<file path="src/rtl/bus_cmd_pkg.sv">
// Shared types, status codes and command decode for the bus command controller.
package bus_cmd_pkg;

  typedef enum logic [2:0] {
    ST_TI = 3'd0,
    ST_T1 = 3'd1,
    ST_T2 = 3'd2,
    ST_T3 = 3'd3,
    ST_TW = 3'd4,
    ST_T4 = 3'd5
  } bus_state_t;

  localparam logic [2:0] STAT_INTA    = 3'b000;
  localparam logic [2:0] STAT_IO_RD   = 3'b001;
  localparam logic [2:0] STAT_IO_WR   = 3'b010;
  localparam logic [2:0] STAT_HALT    = 3'b011;
  localparam logic [2:0] STAT_FETCH   = 3'b100;
  localparam logic [2:0] STAT_MEM_RD  = 3'b101;
  localparam logic [2:0] STAT_MEM_WR  = 3'b110;
  localparam logic [2:0] STAT_PASSIVE = 3'b111;

  // Active-high command enables; the top inverts them onto the pins.
  typedef struct packed {
    logic memr;
    logic memw;
    logic ior;
    logic iow;
    logic inta;
  } bus_cmd_t;

  function automatic bus_cmd_t decode_cmd(input logic [2:0] status);
    bus_cmd_t cmd;
    cmd = '0;
    case (status)
      STAT_INTA:   cmd.inta = 1'b1;
      STAT_IO_RD:  cmd.ior  = 1'b1;
      STAT_IO_WR:  cmd.iow  = 1'b1;
      STAT_FETCH:  cmd.memr = 1'b1;
      STAT_MEM_RD: cmd.memr = 1'b1;
      STAT_MEM_WR: cmd.memw = 1'b1;
      default:     cmd = '0;
    endcase
    return cmd;
  endfunction

  function automatic logic is_receive(input logic [2:0] status);
    return (status == STAT_INTA) || (status == STAT_IO_RD) ||
           (status == STAT_FETCH) || (status == STAT_MEM_RD);
  endfunction

  function automatic logic is_mem(input logic [2:0] status);
    return (status == STAT_FETCH) || (status == STAT_MEM_RD) || (status == STAT_MEM_WR);
  endfunction

endpackage

</file>
<file path="src/rtl/bus_cmd_ready_sync.sv">
// Two-flop synchronizer for the external ready input; output resets to not-ready.
module bus_cmd_ready_sync (
  input  logic clk,
  input  logic rst,
  input  logic d,
  output logic q
);

  logic meta;

  always_ff @(posedge clk or posedge rst) begin
    if (rst) begin
      meta <= 1'b0;
      q    <= 1'b0;
    end else begin
      meta <= d;
      q    <= meta;
    end
  end

endmodule

</file>
<file path="src/rtl/bus_cmd_ctrl.sv">
// Bus command controller: decodes CPU status into bus commands with wait states.
// Optional BUS_CMD_READY_SYNC_EN passes rdy_in through a two-flop synchronizer.
module bus_cmd_ctrl
  import bus_cmd_pkg::*;
#(
  parameter int unsigned MEM_WAIT = 0,
  parameter int unsigned IO_WAIT  = 1
) (
  input  logic       CLK,
  input  logic       RESET,
  input  logic [2:0] s2_s0_in,
  input  logic       rdy_in,
  output logic       ale,
  output logic       memr_n,
  output logic       memw_n,
  output logic       ior_n,
  output logic       iow_n,
  output logic       inta_n,
  output logic       den,
  output logic       dt_r_n,
  output logic       ready_out,
  output logic [2:0] cycle_type,
  output logic       halted
);

  localparam logic [2:0] MEM_WAIT_L = 3'(MEM_WAIT);
  localparam logic [2:0] IO_WAIT_L  = 3'(IO_WAIT);

  bus_state_t state, state_nxt;
  logic [2:0] prev_status;
  logic [2:0] wait_cnt;
  logic       rdy_q;
  logic       cycle_start;
  logic       in_wait;
  bus_cmd_t   cmd;

`ifdef BUS_CMD_READY_SYNC_EN
  bus_cmd_ready_sync u_ready_sync (
    .clk (CLK),
    .rst (RESET),
    .d   (rdy_in),
    .q   (rdy_q)
  );
`else
  assign rdy_q = rdy_in;
`endif

  assign cycle_start = (s2_s0_in != STAT_PASSIVE) && (prev_status == STAT_PASSIVE);
  assign in_wait     = (state == ST_T3) || (state == ST_TW);

  always_ff @(posedge CLK or posedge RESET) begin
    if (RESET) begin
      state       <= ST_TI;
      prev_status <= STAT_PASSIVE;
      wait_cnt    <= 3'd0;
      cycle_type  <= STAT_PASSIVE;
      halted      <= 1'b0;
    end else begin
      state       <= state_nxt;
      prev_status <= s2_s0_in;
      // Status is captured on entry so it is already valid throughout T1.
      if (state_nxt == ST_T1) begin
        cycle_type <= s2_s0_in;
        halted     <= (s2_s0_in == STAT_HALT);
      end
      if (state == ST_T2)
        wait_cnt <= is_mem(cycle_type) ? MEM_WAIT_L : IO_WAIT_L;
      else if (in_wait && (wait_cnt != 3'd0))
        wait_cnt <= wait_cnt - 3'd1;
    end
  end

  always_comb begin
    state_nxt = state;
    ale       = 1'b0;
    den       = 1'b0;
    dt_r_n    = 1'b1;
    ready_out = 1'b1;
    cmd       = '0;

    case (state)
      ST_TI: if (cycle_start) state_nxt = ST_T1;
      ST_T1: state_nxt = (cycle_type == STAT_HALT) ? ST_TI : ST_T2;
      ST_T2: state_nxt = ST_T3;
      ST_T3,
      ST_TW: state_nxt = ((wait_cnt == 3'd0) && rdy_q) ? ST_T4 : ST_TW;
      ST_T4: state_nxt = cycle_start ? ST_T1 : ST_TI;
      default: state_nxt = ST_TI;
    endcase

    if (state == ST_T1) ale = 1'b1;

    if ((state == ST_T2) || in_wait) begin
      cmd = decode_cmd(cycle_type);
      den = (cycle_type != STAT_HALT) && (cycle_type != STAT_PASSIVE);
    end

    if ((state != ST_TI) && is_receive(cycle_type)) dt_r_n = 1'b0;

    if (in_wait && ((wait_cnt != 3'd0) || !rdy_q)) ready_out = 1'b0;
  end

  assign memr_n = ~cmd.memr;
  assign memw_n = ~cmd.memw;
  assign ior_n  = ~cmd.ior;
  assign iow_n  = ~cmd.iow;
  assign inta_n = ~cmd.inta;

endmodule
</file>
<file path="config.mk">
export PLATFORM = sky130hd
export DESIGN_NAME = bus_cmd_ctrl
export DESIGN_NICKNAME = d
export VERILOG_FILES = /design/src/rtl/bus_cmd_pkg.sv /design/src/rtl/bus_cmd_ready_sync.sv /design/src/rtl/bus_cmd_ctrl.sv
export SDC_FILE = /design/constraint.sdc
export NUM_CORES = 1
export LEC_CHECK = 0
export BUFFER_PORTS_ARGS = -buffer_cell sky130_fd_sc_hd__buf_2
export CAP_MARGIN = 20
export CORE_MARGIN = 1.5
export CORE_UTILIZATION = 38
export DETAILED_ROUTE_END_ITERATION = 10
export GPL_TIMING_DRIVEN = 0
export PLACE_DENSITY = 0.63
export SLEW_MARGIN = 20
export SYNTH_ARGS = -nofsm -noshare
export SYNTH_HDL_FRONTEND = slang
export SYNTH_SLANG_ARGS = --single-unit
</file>
<file path="constraint.sdc">
create_clock -name CLK -period 3.2 [get_ports CLK]
set_clock_uncertainty 0.2 [all_clocks]
set_input_delay 0.32 -clock CLK [delete_from_list [all_inputs] [get_ports CLK]]
set_output_delay 0.32 -clock CLK [all_outputs]
set_load 0.02 [all_outputs]
</file>
Word level (Yosys, flattened, before mapping)
Index checks and enable logic that the tools add are counted. W data, S select, Z words.

Bitwise operators: 5. Equal/unequal tests: 17. $add $sub $neg: 1. $mul: 0. Shifts and indexed selects: 0. Order comparisons: 0. Div/mod/pow operators: 0. Reduce and logical (&&, ||, !) cells: 23. Mux-type cells: 18.

Operators by type and width (count): $eq A3 B3 Y1 const B (6); $eq A3 B2 Y1 const B (5); $pmux W3 S5 (1); $mux W1 (12); $eq A3 B1 Y1 const B (3); $logic_not A3 Y1 (3); $mux W3 (3); $logic_or A1 B1 Y1 (8); $logic_and A1 B1 Y1 (6); $ne A3 B3 Y1 const B (2); $reduce_bool A3 Y1 (2); $mux W5 (1); $not A1 Y1 (5); $reduce_or A2 Y1 (2); $ne A3 B2 Y1 const B (1); $sub A3 B1 Y3 const B (1); $mux W2 (1); $reduce_bool A2 Y1 (1); $logic_not A1 Y1 (1).

Latch bits: 0. ROM bits: 0. Bits of input ports: 6. Output and inout bits: 13. Memory bits (writable): 0. Bits in registers: 13. Word-level logic and storage cells: 69. Memories kept: 0.

Longest topological paths before layout
Gate-level depths: netlist (run 1).

Depth after elaboration: 6. Depth in mapped cells: 7. Depth with buffers taken out: 6.

Worst setup path after synthesis (run 1)
Ideal clock, no wire load.

Kind: reg2reg. Start: register wait_cnt[0]. End: register wait_cnt[1]. Setup time: 0.064 ns. Clock period less this slack: 1.903 ns. Arrival: 1.638 ns. Path slack: 1.297 ns. Buffers on the path: 1. Data required time: 2.936 ns. Stages on the path, launching flop included: 8. Cells stage by stage: dfrtp_1 > inv_1 > ha_1 > ha_1 > clkbuf_1 > or4b_1 > a21boi_1 > a211o_1.

Longest elaborated chain between the ends: 3. Elaborated cells between the ends (all ways): 6. Those cells by class: add/sub: 1; mux: 2; reduce/logical: 3.

RTL lines: from (decl) (RTL line bus_cmd_ctrl.sv:31) `logic [2:0] wait_cnt;`; from (signal assigned) (RTL line bus_cmd_ctrl.sv:67) `wait_cnt <= is_mem(cycle_type) ? MEM_WAIT_L : IO_WAIT_L;`; from (signal assigned) (RTL line bus_cmd_ctrl.sv:69) `wait_cnt <= wait_cnt - 3'd1;`; $sub A3 B1 Y3 or $reduce_bool A3 Y1 (tied branches) (RTL line bus_cmd_ctrl.sv:69, bus_cmd_ctrl.sv:68); $mux W3 or $logic_and A1 B1 Y1 (tied branches) (RTL line bus_cmd_ctrl.sv:68) `else if (in_wait && (wait_cnt != 3'd0))`; $mux W3 or $reduce_bool A2 Y1 (tied branches).

Several ways; a longest one is shown, not always the timed one. The select of a mux whose other input is x is not followed. A chain may end at the register's enable or synchronous reset.

Worst setup path in the final report (run 1)
Start: register wait_cnt[0]. End: output ready_out.

Longest elaborated chain between the ends: 4.

RTL lines: $reduce_bool A3 Y1 (RTL line bus_cmd_ctrl.sv:100) `if (in_wait && ((wait_cnt != 3'd0) || !rdy_q)) ready_out = 1'b0;`; $logic_or A1 B1 Y1 (RTL line bus_cmd_ctrl.sv:100); $logic_and A1 B1 Y1 (RTL line bus_cmd_ctrl.sv:100); $mux W1 (RTL line bus_cmd_ctrl.sv:100); to (decl) (RTL line bus_cmd_ctrl.sv:21) `output logic ready_out,`.

No other way between the ends.

==> results of run 1 <==
==> power by group through the flow <==
stage          logic (uW)  clock network (uW)  registers, uW
2_1_floorplan         331                   0            325
3_3_place_gp          470                   0            305
3_5_place_dp          484                   0            307
4_1_cts               490                 105            305
5_1_grt               547                 112            318
6_report              486                 103            305
==> cell type report <==
cell class                      count  share of cell area
Buffer                              5             0.03023
Tap cell                           27             0.03401
Inverter                            5             0.01889
Multi-Input combinational cell     60              0.4244
Timing Repair Buffer               22              0.1310
Sequential cell                    13              0.3350
Clock buffer                        4             0.02645
==> sequential cells by signal, summed over array words and instances, names as in the netlist <==
name,count
halted,1
state,3
wait_cnt,3
prev_status,3
cycle_type,3
==> metal layers <==
layer / vias to the layer above / track usage
met4: 0 / 0.07619
li1: 347 / -
met2: 14 / 0.2945
met5: - / 0
met3: 5 / 0.01840
met1: 348 / 0.1977
==> cell usage after synthesis (2+ instances only) <==
master | number | share of area
sky130_fd_sc_hd__a211o_1 | 3 | 0.033
sky130_fd_sc_hd__a21boi_1 | 2 | 0.019
sky130_fd_sc_hd__a21oi_1 | 2 | 0.012
sky130_fd_sc_hd__buf_2 | 3 | 0.019
sky130_fd_sc_hd__dfrtp_1 | 7 | 0.22
sky130_fd_sc_hd__dfstp_2 | 6 | 0.20
sky130_fd_sc_hd__ha_1 | 2 | 0.031
sky130_fd_sc_hd__inv_1 | 5 | 0.023
sky130_fd_sc_hd__mux2_1 | 4 | 0.056
sky130_fd_sc_hd__nand2_1 | 11 | 0.051
sky130_fd_sc_hd__nand2b_1 | 2 | 0.016
sky130_fd_sc_hd__nand3_1 | 3 | 0.019
sky130_fd_sc_hd__nand3b_1 | 2 | 0.019
sky130_fd_sc_hd__nor2_1 | 2 | 0.0093
sky130_fd_sc_hd__nor2b_1 | 4 | 0.031
sky130_fd_sc_hd__nor3_1 | 4 | 0.025
sky130_fd_sc_hd__o22ai_1 | 2 | 0.016
sky130_fd_sc_hd__or4b_1 | 2 | 0.025
==> worst min-delay path, delay by kind of cell <==
kind,cells,cell delay (ns)
buffers and inverters,1,0.09
AO/OA/AOI/OAI,2,0.27
AND/OR/NAND/NOR,1,0.07
==> worst paths after layout <==
check	slack, ns	from	cells after the start	endpoint
setup / recovery	0.92	wait_cnt[0]$_DFFE_PP0P_	7	ready_out
hold / removal	0.29	rdy_in	4	state[0]$_DFF_PP0_
setup reg to reg	1.10	wait_cnt[0]$_DFFE_PP0P_	7	wait_cnt[1]$_DFFE_PP0P_
hold reg to reg	0.31	halted$_DFFE_PP0N_	1	halted$_DFFE_PP0N_
max in group asynchronous	2.05	RESET	3	prev_status[1]$_DFF_PP1_
min in group asynchronous	0.40	RESET	3	state[1]$_DFF_PP0_
==> kinds of logic (layout without fill, tap and decap cells) <==
group	after synthesis	after routing	synth area share
compound gates	16	16	0.1527
mux	4	4	0.05607
fa+ha+maj	2	2	0.03115
simple gates	37	37	0.2742
xor+xnor	1	1	0.01091
buf+inv	10	36	0.06074
flops	13	13	0.4143
==> stage by stage <==
step / setup WS [ns] / instance area, um2 / total power (uW) / std cells
floorplan: 1.297 / 803.3 / 655.5 / 83
global placement: 1.182 / 927.1 / 775.2 / 128
detailed placement: 1.130 / 927.1 / 790.8 / 128
CTS: 0.9208 / 993.5 / 900.2 / 136
global route: 0.7334 / 993.5 / 977.1 / 136
finish: 0.9188 / 993.5 / 893.7 / 136
==> implementation parameters, run 1 <==
Parameter                              Value

Synth
  Post-synth net total ... 91
  Cell variety after synth ... 35
  Summed instance area of the synthesized netlist ... 803.3 um2
  Seq cells post-synth ... 13
  Mean instance size in the synthesized netlist ... 9.678 um2
  Number of synthesized flops with an enable pin ... 0
  Proportion of synthesized flip-flops having asynchronous set or reset ... 1.000
  Prevailing post-synth register cell ... sky130_fd_sc_hd__dfrtp_1
  YS warnings ... 0
  Synthesized instance count ... 83
  Share of synthesized area occupied by flip-flops and latches ... 0.4143

Detailed routing
  Wire length on met2 ... 868 um
  WL/cell ... 12.93 um
  Number of design rule violations left after detail routing ... 0
  ANT nets after route ... 0
  DRT met1 WL ... 812 um
  Wire length after detailed routing ... 1.759 mm
  First drt pass iteration count ... 4
  Ratio of routed vias to standard cells ... 5.250
  Detailed route wirelength on metal3 ... 47 um
  Detailed-route via count ... 714
  Topmost layer with routed signal wires ... met4
  First-iteration detailed-routing DRC count ... 10

Flow run
  Max cap viols ... 0

Cells and area
  Combined flip-flop and latch cell area ... 332.8 um2
  Utilization after layout ... 0.5013
  Fraction of final layout cells with drive strength greater than 1 ... 0.3119
  Commonest cells after routing, fill and taps aside ... 21 x sky130_fd_sc_hd__buf_2, 11 x sky130_fd_sc_hd__nand2_1, 7 x sky130_fd_sc_hd__dfrtp_1
  Total area of multi-input combinational cells ... 421.7 um2
  Total number of nets in the final design ... 118
  Total of fill cells in the finished design ... 190
  Leading cell type in the layout, fill and taps excluded ... sky130_fd_sc_hd__buf_2
  Layout overhead on the synthesized area ... 23.68%
  Antenna diodes ... 0

CTS
  Cell at the root of the clock tree ... sky130_fd_sc_hd__clkbuf_4
  Setup Buffers After CTS ... 0
  # H-tree levels ... 1
  CTS Buffer Depth ... 2
  Clock latency reported for the late side of the worst-skew pair ... 0.28 ns
  Post-cts gate resize count ... 0
  Number of hold buffers added after CTS ... 4
  CTS tree ... done
  Clock-pin slew reported for the worst setup and hold paths after clock tree synthesis ... 0.08 ns
  Cts bufs inserted ... 3
  Sinks on the clock net ... 13

Die
  Initial Util ... 0.4053
  Die Wd ... 48.98 um
  Area of the die ... 2399 um2
  Die H ... 48.98 um
  Area inside the core boundary ... 1982 um2
  Num rows ... 16
  Num ports ... 19

Timing
  Achievable Freq ... 438.4 MHz
  RSZ-0062 raised after global routing ... no
  Setup_tns ... 0 ns
  Post-layout min period ... 2.281 ns
  Final worst hold slack ... 0.2940 ns
  Measured slew at the worst slew-check pin ... 0.4883 ns
  Hold violation total from the final report ... 0
  Rel. slew slack ... 0.6741
  Max-slew violation total from the final report ... 0
  Setup-violating endpoint count in the final report ... 0
  Final clock period utilization by the worst path ... 0.7129

Worst setup path
  Data required time at the worst endpoint ... 2.68 ns
  Critical path startpoint category ... flop
  Worst endpoint data arrival time ... 1.76 ns
  Cell family with the largest share of critical-path delay ... buffers and inverters
  Largest stage delay on the critical path ... 0.42 ns
  Crit-path cells ... inv_1 > ha_1 > ha_1 > clkbuf_1 > nand2_1 > nand2_1 > buf_2
  CP endpoint kind ... output pin
  Slowest stage cell on the critical path ... sky130_fd_sc_hd__dfrtp_1
  CP Max Fanout ... 9
  Sum of buffers and inverters on the critical path ... 3
  Kind of critical path ... reg -> out

Power
  Net switching power of the design ... 409.5 uW
  Internal power component ... 484.2 uW
  Worst IR Drop VDD ... 0.4433 mV
  Register share of total power ... 0.342
  Leakage ... 0.0004433 uW
  Pwr dens ... 899.6 nW/um2
  Switching Fraction ... 0.4582
  Comb power frac ... 0.543
  Fraction of power consumed by the clock network ... 0.115

Global routing
  Overall track demand over capacity in global routing ... 0.1651
  Wire length of the first global-routing pass ... 3.125 mm
  Vias in the first global route ... 745
  Maximum number of pins on one net before global-route repair ... 14
  Number of antenna violations at the first check in global routing ... 0
  Grt total ovfl ... 0

Placement
  Hpwl dp ... 1.251 mm
  GPL Wtd Cong ... 0.7514
  Number of port buffers ... 18

Worst hold path
  Worst min path class ... in -> reg

Status
  Outcome ... completed
Power figures use the tool's default switching activity.
==> run 2, diff against run 1 <==
Settings changed: PLACE_DENSITY 0.63 to 0.65.
Clock period 3.2 ns to 1.9 ns, I/O delays scaled along.
==> run 2 against run 1 <==
Compared with the run above:
- the flow now finishes with violations (setup timing)
- register-to-register slack worse by 1.1 ns
- final cell count is 3.7% higher
- total power up 90%
- combinational power rose by 110%
- first-iteration DRC count is 30% higher
- highest routed layer unchanged
==> implementation parameters, run 2 (synthesis results as in run 1) <==
Parameter                              Value

Status
  Outcome ... finished with violations
  Violations in the final reports ... setup timing

Placement
  Number of port buffers ... 18
  Placed Cells ... 128
  GPL Wtd Cong ... 0.8126
  Hpwl dp ... 1.213 mm

CTS
  Sinks on the clock net ... 13
  CTS Buffer Depth ... 2
  # H-tree levels ... 1
  Cell at the root of the clock tree ... sky130_fd_sc_hd__clkbuf_4
  CTS tree ... done
  Clock latency reported for the late side of the worst-skew pair ... 0.27 ns
  Cts bufs inserted ... 3
  Clock-pin slew reported for the worst setup and hold paths after clock tree synthesis ... 0.08 ns

Cells and area
  Leading cell type in the layout, fill and taps excluded ... sky130_fd_sc_hd__buf_2
  Fraction of final layout cells with drive strength greater than 1 ... 0.4123
  Final non-filler cell total ... 141
  Layout overhead on the synthesized area ... 36.92%
  Commonest cells after routing, fill and taps aside ... 14 x sky130_fd_sc_hd__buf_2, 11 x sky130_fd_sc_hd__nand2_1, 7 x sky130_fd_sc_hd__buf_4
  Total of fill cells in the finished design ... 177
  Antenna diodes ... 0
  Total number of nets in the final design ... 123

Global routing
  Wire length of the first global-routing pass ... 3.077 mm
  Number of antenna violations at the first check in global routing ... 0
  Met1 GRT Util ... 0.2055
  Met3 Use GR ... 0.02761
  Grt peak-use layer ... met2
  Overall track demand over capacity in global routing ... 0.1669
  Maximum number of pins on one net before global-route repair ... 14
  Met2 Usage GRT ... 0.2877
  Grt total ovfl ... 0
  Vias in the first global route ... 717

Timing
  RSZ-0062 raised after global routing ... yes
  Setup_tns ... -0.3094 ns
  Max-slew violation total from the final report ... 0
  Final clock period utilization by the worst path ... 1.038
  Post-layout min period ... 1.973 ns
  Hold violation total from the final report ... 0
  Achievable Freq ... 506.9 MHz
  Setup-violating endpoint count in the final report ... 6
  Measured slew at the worst slew-check pin ... 0.5131 ns
  Slack of the critical path ... -0.07285 ns
  Rel. slew slack ... 0.6575

Worst setup path
  Data required time at the worst endpoint ... 1.51 ns
  Cell family with the largest share of critical-path delay ... simple AND/OR/NAND/NOR gates
  Largest stage delay on the critical path ... 0.41 ns
  Sum of buffers and inverters on the critical path ... 2
  Worst endpoint data arrival time ... 1.58 ns
  Crit-path cells ... or3b_1 > buf_6 > a21oi_4 > nand3b_1 > buf_6
  CP endpoint kind ... output pin
  CP Max Fanout ... 4
  Critical path startpoint category ... flop
  Most used cell along the critical path ... sky130_fd_sc_hd__buf_6
  Kind of critical path ... reg -> out
  Slowest stage cell on the critical path ... sky130_fd_sc_hd__dfrtp_2

Worst hold path
  Worst min path class ... in -> reg

Detailed routing
  Ratio of routed vias to standard cells ... 5.050
  Detailed-route via count ... 712
  Wire length after detailed routing ... 1.826 mm
  ANT nets after route ... 0
  WL/cell ... 12.95 um
  Number of design rule violations left after detail routing ... 0
  First drt pass iteration count ... 4
  First-iteration detailed-routing DRC count ... 13

Die
  Die H ... 48.98 um
  Area of the die ... 2399 um2
  Initial Util ... 0.4053
  Die Wd ... 48.98 um
  Num rows ... 16
  Num ports ... 19
  Area inside the core boundary ... 1982 um2

Power
  Leakage ... 0.0004808 uW
  Pwr dens ... 1546 nW/um2
  Worst IR Drop VDD ... 0.9100 mV

Flow run
  Max cap viols ... 0
==> run 2: cell count changes in the layout (fill, tap and decap cells not counted), moves of 2 or more <==
cell / previous run / this run
sky130_fd_sc_hd__dfrtp_2: 0 / 2
sky130_fd_sc_hd__ha_1: 2 / 0
sky130_fd_sc_hd__buf_4: 0 / 7
sky130_fd_sc_hd__buf_2: 21 / 14
sky130_fd_sc_hd__buf_6: 1 / 4
sky130_fd_sc_hd__dfrtp_1: 7 / 5
sky130_fd_sc_hd__clkbuf_4: 3 / 5
==> run 2: where the power goes <==
part	switching [uW]	total [uW]	internal, uW
Combinational	547	1030	481
Clock	91.6	173	81.4
Sequential	99.4	499	400
==> run 2: worst paths after layout <==
path	from	endpoint	slack [ns]	depth (start not counted)
min	rdy_in	state[0]$_DFF_PP0_	0.17	4
min reg2reg	halted$_DFFE_PP0N_	halted$_DFFE_PP0N_	0.32	1
max reg2reg	wait_cnt[0]$_DFFE_PP0P_	wait_cnt[2]$_DFFE_PP0P_	0.05	6
max	state[1]$_DFF_PP0_	ior_n	-0.07	5
max in group asynchronous	RESET	state[1]$_DFF_PP0_	0.85	3
min in group asynchronous	RESET	wait_cnt[2]$_DFFE_PP0P_	0.29	3
==> run 2: stage by stage <==
step / power, uW / hold slack (ns) / cell area [um2] / setup slack (ns) / utilization
2_1_floorplan: 1108 / -0.1373 / 804.5 / 0.02264 / -
3_3_place_gp: 1312 / 0.03015 / 928.4 / -0.08735 / 0.4684
3_5_place_dp: 1329 / 0.03885 / 928.4 / -0.1015 / 0.4684
4_1_cts: 1605 / 0.1518 / 1052 / -0.1080 / 0.5309
5_1_grt: 1832 / 0.1989 / 1100 / -0.1340 / 0.5549
6_report: 1700 / 0.1665 / 1100 / -0.07285 / 0.5549
==> run 2: timing repair <==
item / 4_1_cts / 5_1_grt
buffers inserted: 4 / 2
cloned: 0 / 0
gates resized for setup: 10 / 10
hold endpoints to repair: 13 / 0
pin swaps: 2 / 5
setup endpoints to repair: 10 / 11
hold buffers: 4 / 0
==> run 2: final cells by class <==
type,instances,area (um2),area share
clock buffers,4,26.28,0.02389
well taps,27,33.78,0.03072
multi-input cells,60,457.9,0.4164
flip-flops and latches,13,335.3,0.3049
inverters,5,18.77,0.01706
repair buffers,28,196.4,0.1786
plain buffers,4,31.28,0.02844
==> run 2: worst min-delay path, cell delays in order <==
cell and delay (ns):
sky130_fd_sc_hd__buf_2 0.09, sky130_fd_sc_hd__nand2_1 0.06, sky130_fd_sc_hd__o22ai_1 0.13, sky130_fd_sc_hd__a22o_1 0.14
==> run 2: routing by layer <==
layer | vias to the layer above | wire length (um) | share of wire
met3 | 4 | 38 | 0.021
met1 | 338 | 880 | 0.48
met4 | 0 | 15 | 0.0082
li1 | 358 | - | -
met5 | - | 0 | 0
met2 | 12 | 891 | 0.49
